### config.mk
export PLATFORM = sky130hd
export DESIGN_NAME = banked_memory_controller
export DESIGN_NICKNAME = d
export VERILOG_FILES = /design/src/rtl/mem_ctrl_pkg.sv /design/src/rtl/region_decoder.sv /design/src/rtl/banked_memory_controller.sv
export SDC_FILE = /design/constraint.sdc
export NUM_CORES = 1
export LEC_CHECK = 0
export BUFFER_PORTS_ARGS = -buffer_cell sky130_fd_sc_hd__buf_2
export CAP_MARGIN = 5
export CORE_UTILIZATION = 46
export DETAILED_ROUTE_END_ITERATION = 16
export PLACE_DENSITY = 0.93
export SLEW_MARGIN = 0
export SYNTH_ARGS = -nofsm -noshare
export SYNTH_HDL_FRONTEND = slang
export SYNTH_SLANG_ARGS = --single-unit
### constraint.sdc
create_clock -name clk -period 2.9 [get_ports clk]
set_input_delay 0.435 -clock clk [delete_from_list [all_inputs] [get_ports clk]]
set_output_delay 0.435 -clock clk [all_outputs]
set_load 0.005 [all_outputs]
### src/rtl/mem_ctrl_pkg.sv
// Shared types and constants for the banked data-memory controller:
// FSM state encoding, selector field helpers and the default DM1..DM3 region map.
package mem_ctrl_pkg;

  typedef enum logic [1:0] {
    IDLE  = 2'd0,
    ISSUE = 2'd1,
    WAIT  = 2'd2,
    RESP  = 2'd3
  } state_e;

  localparam int DEF_ADDR_W      = 16;
  localparam int DEF_SEL_W       = 4;
  localparam int DEF_OFF_W       = 12;
  localparam int DEF_NUM_REGIONS = 3;
  localparam int DEF_BANKS       = 4;

  localparam int REGION_DM1 = 0;
  localparam int REGION_DM2 = 1;
  localparam int REGION_DM3 = 2;

  // Lowest address bit of the region-select field, which occupies the top of the address.
  function automatic int sel_lsb(input int addr_w, input int sel_w);
    return addr_w - sel_w;
  endfunction

endpackage

### src/rtl/region_decoder.sv
// Combinational region decode: selector -> one-hot region, mapped flag and narrow flag.
module region_decoder
  import mem_ctrl_pkg::*;
#(
  parameter int                     SEL_W       = DEF_SEL_W,
  parameter int                     NUM_REGIONS = DEF_NUM_REGIONS,
  parameter logic [NUM_REGIONS-1:0] NARROW_MASK = 3'b010
) (
  input  logic [SEL_W-1:0]       sel,
  output logic [NUM_REGIONS-1:0] region_onehot,
  output logic                   mapped,
  output logic                   narrow
);

  always_comb begin
    region_onehot = '0;
    for (int r = 0; r < NUM_REGIONS; r++) begin
      if (sel == SEL_W'(r)) begin
        region_onehot[r] = 1'b1;
      end
    end
    mapped = |region_onehot;
    narrow = |(region_onehot & NARROW_MASK);
  end

endmodule

### src/rtl/banked_memory_controller.sv
// Registered controller between the load/store unit and the DM byte-bank RAMs:
// decodes the region, issues bank strobes, waits out read latency, returns one response per request.
module banked_memory_controller
  import mem_ctrl_pkg::*;
#(
  parameter int                     ADDR_W      = DEF_ADDR_W,
  parameter int                     SEL_W       = DEF_SEL_W,
  parameter int                     OFF_W       = DEF_OFF_W,
  parameter int                     NUM_REGIONS = DEF_NUM_REGIONS,
  parameter int                     BANKS       = DEF_BANKS,
  parameter logic [NUM_REGIONS-1:0] NARROW_MASK = 3'b010,
  parameter int                     RD_LAT      = 1,
  localparam int                    WORD_W      = BANKS * 8
) (
  input  logic                           clk,
  input  logic                           reset,
  input  logic                           req,
  output logic                           ready,
  input  logic                           we,
  input  logic [ADDR_W-1:0]              addr,
  input  logic [WORD_W-1:0]              wdata,
  input  logic [BANKS-1:0]               be,
  output logic                           resp_valid,
  output logic                           resp_err,
  output logic [WORD_W-1:0]              rdata,
  output logic [NUM_REGIONS-1:0]         mem_en,
  output logic [NUM_REGIONS*BANKS-1:0]   mem_wren,
  output logic [OFF_W-1:0]               mem_addr,
  output logic [WORD_W-1:0]              mem_wdata,
  input  logic [NUM_REGIONS*BANKS*8-1:0] mem_q
);

  localparam int CNT_W   = $clog2(RD_LAT + 1);
  localparam int SEL_LSB = sel_lsb(ADDR_W, SEL_W);

  state_e                 state_q, state_d;
  logic                   we_q, we_d;
  logic [OFF_W-1:0]       off_q, off_d;
  logic [WORD_W-1:0]      wdata_q, wdata_d;
  logic [BANKS-1:0]       be_q, be_d;
  logic [NUM_REGIONS-1:0] region_q, region_d;
  logic                   narrow_q, narrow_d;
  logic                   err_q, err_d;
  logic [CNT_W-1:0]       cnt_q, cnt_d;
  logic [WORD_W-1:0]      rdata_q, rdata_d;

  logic [NUM_REGIONS-1:0] dec_onehot;
  logic                   dec_mapped;
  logic                   dec_narrow;
  logic [WORD_W-1:0]      raw_word;
  logic [WORD_W-1:0]      read_word;
  logic                   strobe_active;

  region_decoder #(
    .SEL_W       (SEL_W),
    .NUM_REGIONS (NUM_REGIONS),
    .NARROW_MASK (NARROW_MASK)
  ) u_region_decoder (
    .sel           (addr[ADDR_W-1:SEL_LSB]),
    .region_onehot (dec_onehot),
    .mapped        (dec_mapped),
    .narrow        (dec_narrow)
  );

  // Region read mux; narrow regions only have bank 0, replicated across every lane.
  always_comb begin
    raw_word = '0;
    for (int r = 0; r < NUM_REGIONS; r++) begin
      if (region_q[r]) begin
        raw_word = raw_word | mem_q[r*WORD_W +: WORD_W];
      end
    end
    read_word = narrow_q ? {BANKS{raw_word[7:0]}} : raw_word;
  end

  always_comb begin
    state_d  = state_q;
    we_d     = we_q;
    off_d    = off_q;
    wdata_d  = wdata_q;
    be_d     = be_q;
    region_d = region_q;
    narrow_d = narrow_q;
    err_d    = err_q;
    cnt_d    = cnt_q;
    rdata_d  = rdata_q;
    case (state_q)
      IDLE: begin
        if (req) begin
          we_d     = we;
          off_d    = addr[OFF_W-1:0];
          wdata_d  = wdata;
          be_d     = be;
          region_d = dec_onehot;
          narrow_d = dec_narrow;
          err_d    = !dec_mapped;
          state_d  = dec_mapped ? ISSUE : RESP;
        end
      end
      ISSUE: begin
        if (we_q) begin
          state_d = RESP;
        end else begin
          cnt_d   = CNT_W'(RD_LAT - 1);
          state_d = WAIT;
        end
      end
      WAIT: begin
        if (cnt_q == '0) begin
          rdata_d = read_word;
          state_d = RESP;
        end else begin
          cnt_d = cnt_q - CNT_W'(1);
        end
      end
      RESP: begin
        state_d = IDLE;
      end
      default: begin
        state_d = IDLE;
      end
    endcase
  end

  // Outputs decode straight from registered state, so reset drives every strobe low at once.
  always_comb begin
    strobe_active = (state_q == ISSUE) || (state_q == WAIT);
    ready         = (state_q == IDLE);
    resp_valid    = (state_q == RESP);
    resp_err      = resp_valid && err_q;
    rdata         = resp_err ? '0 : rdata_q;
    mem_en        = strobe_active ? region_q : '0;
    mem_addr      = strobe_active ? off_q : '0;
    mem_wdata     = '0;
    mem_wren      = '0;
    if ((state_q == ISSUE) && we_q) begin
      mem_wdata = narrow_q ? WORD_W'(wdata_q[7:0]) : wdata_q;
      for (int r = 0; r < NUM_REGIONS; r++) begin
        for (int b = 0; b < BANKS; b++) begin
          if (region_q[r]) begin
            mem_wren[r*BANKS+b] = narrow_q ? ((b == 0) && be_q[0]) : be_q[b];
          end
        end
      end
    end
  end

  always_ff @(posedge clk) begin
    if (reset) begin
      state_q  <= IDLE;
      we_q     <= 1'b0;
      off_q    <= '0;
      wdata_q  <= '0;
      be_q     <= '0;
      region_q <= '0;
      narrow_q <= 1'b0;
      err_q    <= 1'b0;
      cnt_q    <= '0;
      rdata_q  <= '0;
    end else begin
      state_q  <= state_d;
      we_q     <= we_d;
      off_q    <= off_d;
      wdata_q  <= wdata_d;
      be_q     <= be_d;
      region_q <= region_d;
      narrow_q <= narrow_d;
      err_q    <= err_d;
      cnt_q    <= cnt_d;
      rdata_q  <= rdata_d;
    end
  end

endmodule
======== Word level (Yosys, flattened, before mapping) ========
Cells that the tools add are included.
word-level totals
  input port bits ......................... 152
  flip-flop bits (word level) ............. 89
  memories ................................ 0
  word-level logic and storage cells ...... 70
  memory bits (read-only) ................. 0
  RAM bits ................................ 0
  bits in latches ......................... 0
operators by class
  bitwise gates (word level) .............. 3
  div/mod/pow operators ................... 0
  eq/ne operators ......................... 8
  add/subtract/negate cells ............... 1
  reduce and logical (&&, ||, !) cells .... 12
  magnitude comparators ................... 0
  multipliers ............................. 0
  multiplexer cells ....................... 36
  shift-type cells ........................ 0
operator list
  kind                 number
  $mux 32              7
  $or 32x32->32        2
  $mux 12              2
  $mux 1               21
  $pmux 2 s4           1
  $reduce_and 2->1     4
  $mux 2               3
  $ne 2x2->1 const B   3
  $eq 2x2->1 const B   2
  $eq 4x1->1 const B   1
  $eq 4x2->1 const B   1
  $logic_not 4->1      1
  $mux 3               1
  $reduce_or 3->1      1
  $eq 2x1->1 const B   1
  $logic_and 1x1->1    2
  $logic_not 2->1      1
  $pmux 1 s2           1
  $reduce_bool 2->1    1
  $logic_not 1->1      1
  $logic_or 1x1->1     1
  $not 1->1            1
  $sub 1x1->1 const B  1

======== Longest topological paths before layout ========
  depth in word-level cells ............... 6
  mapped depth ............................ 7
  gate-level depth less buffers ........... 5

======== Hierarchy ========
From an unflattened synthesis, not the netlist that was laid out.
unflattened totals
  cells, all modules ...................... 558
  area, all modules ....................... 4486.8 um^2
by module, submodules not included
  module                    cells an instance  times used  area each (um^2)
  banked_memory_controller  553                1           4448.0
  region_decoder            5                  1           38.8

======== Worst setup path after synthesis ========
No wires, ideal clock.
  path kind ............................... reg2out
  start point ............................. register state_q[1]
  end point ............................... output port mem_wren[10]
  path buffers ............................ 1
  data arrival time ....................... 1180 ps
  stages on the path, launching flop included .. 7
  setup slack ............................. 1285 ps
  cell sequence ........................... dfxtp_1 inv_1 ha_1 nand2_1 nor2_1 clkbuf_2 and3_1
on the way
  longest elaborated chain between the ends .. 3
RTL lines
  item                      RTL line                         source
  start: declaration        banked_memory_controller.sv:36   state_e state_q, state_d;
  start signal: assignment  banked_memory_controller.sv:161  state_q <= state_d;
  $eq 2x1->1                banked_memory_controller.sv:136  if ((state_q == ISSUE) && we_q) begin
  $logic_and 1x1->1         banked_memory_controller.sv:136
  $mux 12                   banked_memory_controller.sv:136
  end: declaration          banked_memory_controller.sv:27   output logic [NUM_REGIONS*BANKS-1:0] mem_wren,
Every way passes these cells.

======== Worst setup path after layout ========
  start point ............................. register state_q[0]
  end point ............................... output port rdata[19]
on the way
  longest elaborated chain between the ends .. 3
RTL lines
  item               RTL line                         source
  $eq 2x2->1         banked_memory_controller.sv:129  resp_valid = (state_q == RESP);
  $logic_and 1x1->1  banked_memory_controller.sv:130  resp_err = resp_valid && err_q;
  $mux 32            banked_memory_controller.sv:131  rdata = resp_err ? '0 : rdata_q;
  end: declaration   banked_memory_controller.sv:25   output logic [WORD_W-1:0] rdata,
Every way passes these cells.

==> metrics.txt <==
Total Wirelength=~12000 µm; Synth Register Bits=87; Avg Inst Size Synth=~8.0 µm²; most common cell after layout, fill and taps aside=buf_2; CP Class=register to output pin; root buffer cell=clkbuf_8; Finished Cell Area=about 5400 µm²; worst slew pin tran=a little over 900 ps; Rel. slew slack=between 30% and 40%; # diodes=0; Longest Clk Path Bufs=2; Pleak=~2.7 nW; antenna viol nets, final=0; GRT Util Overall=between 20% and 30%; Chip Width=96.9 µm; clk slew on worst S/H paths=90 ps; Post-synth ARST share=0%; outcome=finished clean; post-CTS setup buffers=0; die height=between 90 and 100 µm; First-pass DRT Iterations=4; via count=between 4k and 5k; crit end category=output pin; num ports=around 250; CTS Buf Count=9; PwrDens=just under 800 nW/µm²; I/O Buffers=roughly 220; distinct cell type count after synthesis=30; share of cells above drive strength 1=35.7%; HPWL Detailed=8750 µm; required time of the worst setup path=~2500 ps; mapped cell area=4140 µm²; initial drt markers=roughly 170; Post-route DRC=0; RSZ-0062 raised after global routing=no; Setup WS pre-CTS=around 860 ps; number of cell rows=34; Hold Path Class=primary input to register; setup TNS=0 ps; Resized cells post-CTS=0; Layout Nets=about 870; fin. max-slew vios=0; YS warnings=0; CTS sink count=87; DR vias/cell=approximately 5.3; Synth Flop Type=dfxtp_1; worst-path fanout max=33; CTS tree=yes; H-tree levels=3; Seq/Total Area, Yosys=around 42%; PnR worst setup slack=471 ps; max cap viols=0; initial antenna violation count=0; Post-synth EDFFs=0; CORE AREA=approximately 8700 µm²; most frequent cells in the layout=buf_2 (218), nand2_1 (104), dfxtp_1 (87); final setup vio count=0; Hold Fails Final Rpt=0; Final Core Density=61.9%; Hold Buf Count CTS=0; initial core utilization=between 40 and 50%; worst vdd ir=0.397 mV; final period utilization=roughly 84%; worst clock skew=~15 ps; placed instance area=5180 µm²; clk_lat worst skew=about 350 ps; CP startpoint kind=register; Final min period=roughly 2400 ps; vias in the first global route=between 4k and 5k; first-pass GRT wire length=19200 µm; largest net degree at the start of global routing=43; Data arrival, critical path=1990 ps; P&R area growth vs syn=30.5%; final RePlAce weighted congestion=approximately 0.86; FMAX=a little over 400 MHz; GRT overflow=0; WL/cell=about 14 µm; Synth Instances=between 500 and 600; Die Area=9380 µm²
sequential cells by signal, summed over array words and instances, names as in the netlist:
signal    flops
state_q       2
err_q         1
we_q          1
wdata_q      32
off_q        12
be_q          4
region_q      3
rdata_q      32
report_power, final:
group / internal (mW) / switching, mW
clock network: 0.510 / 0.430
logic: 0.679 / 0.912
registers: 1.51 / 0.165
per-stage QoR:
| step | power [mW] | std cells | hold WS [ps] |
|---|---|---|---|
| 4_1_cts | 4.24 | 823 | 295 |
| 2_1_floorplan | 2.80 | 519 | 432 |
| 3_5_place_dp | 3.30 | 807 | 442 |
| 6_report | 4.21 | 823 | 310 |
| 5_1_grt | 4.52 | 823 | 294 |
| 3_3_place_gp | 3.22 | 807 | 437 |
metal layers:
metal  track usage [%]  vias up  share of wire [%]
met3              7.08       20                7.6
met4              8.96        0                1.9
met5                 0        -                  0
met1              28.5     2012                 40
li1                  -     2135                  -
met2              44.3      196                 50
synthesized netlist by cell type, types with 2 or more instances:
cell	count	area share, %
buf_4	8	1.5
a211oi_1	10	1.8
o31ai_2	7	2.1
and2_1	73	11
a21oi_1	61	7.4
clkbuf_1	17	1.5
clkbuf_2	3	0.36
ha_1	4	1.2
buf_2	10	1.2
inv_1	3	0.27
nand2_1	104	9.4
a22o_1	8	1.7
nor3_1	23	2.8
nor3_2	3	0.73
nand3_1	2	0.24
dfxtp_1	87	42
and3_1	17	2.6
nor2_1	36	3.3
a221oi_1	25	5.3
buf_6	6	1.6
layout make-up:
cell class	instances	area (µm²)
Clock inverter	5	81.3
Clock buffer	11	141
Multi-Input combinational cell	383	2130
Tap cell	108	135
Sequential cell	87	1740
Fill cell	767	3320
Timing Repair Buffer	225	1160
Inverter	4	15.0
cells by family (layout without fill, tap and decap cells):
group	after synthesis	after routing	synth area share, %
other cells	1	3	0.0906
buf+inv	49	245	6.65
fa+ha+maj	4	4	1.21
simple gates	262	262	30.9
compound gates	114	114	19.1
flops	87	87	42.1
path summary, 6_finish.rpt:
path | startpoint | endpoint | slack [ps] | depth (start not counted)
hold reg to reg | wdata_q[0] | wdata_q[0] | 450 | 2
hold / removal | addr[3] | off_q[3] | 310 | 3
setup reg to reg | state_q[0] | wdata_q[3] | 990 | 6
setup / recovery | state_q[0] | rdata[19] | 470 | 4
worst max-delay path, cell delays in order, from the launching register on:
cell     delay, ps
dfxtp_1        390
ha_1           190
nand2_1        500
and2_1         420
buf_2          130
No activity file was read; power rests on OpenSTA's default activity.
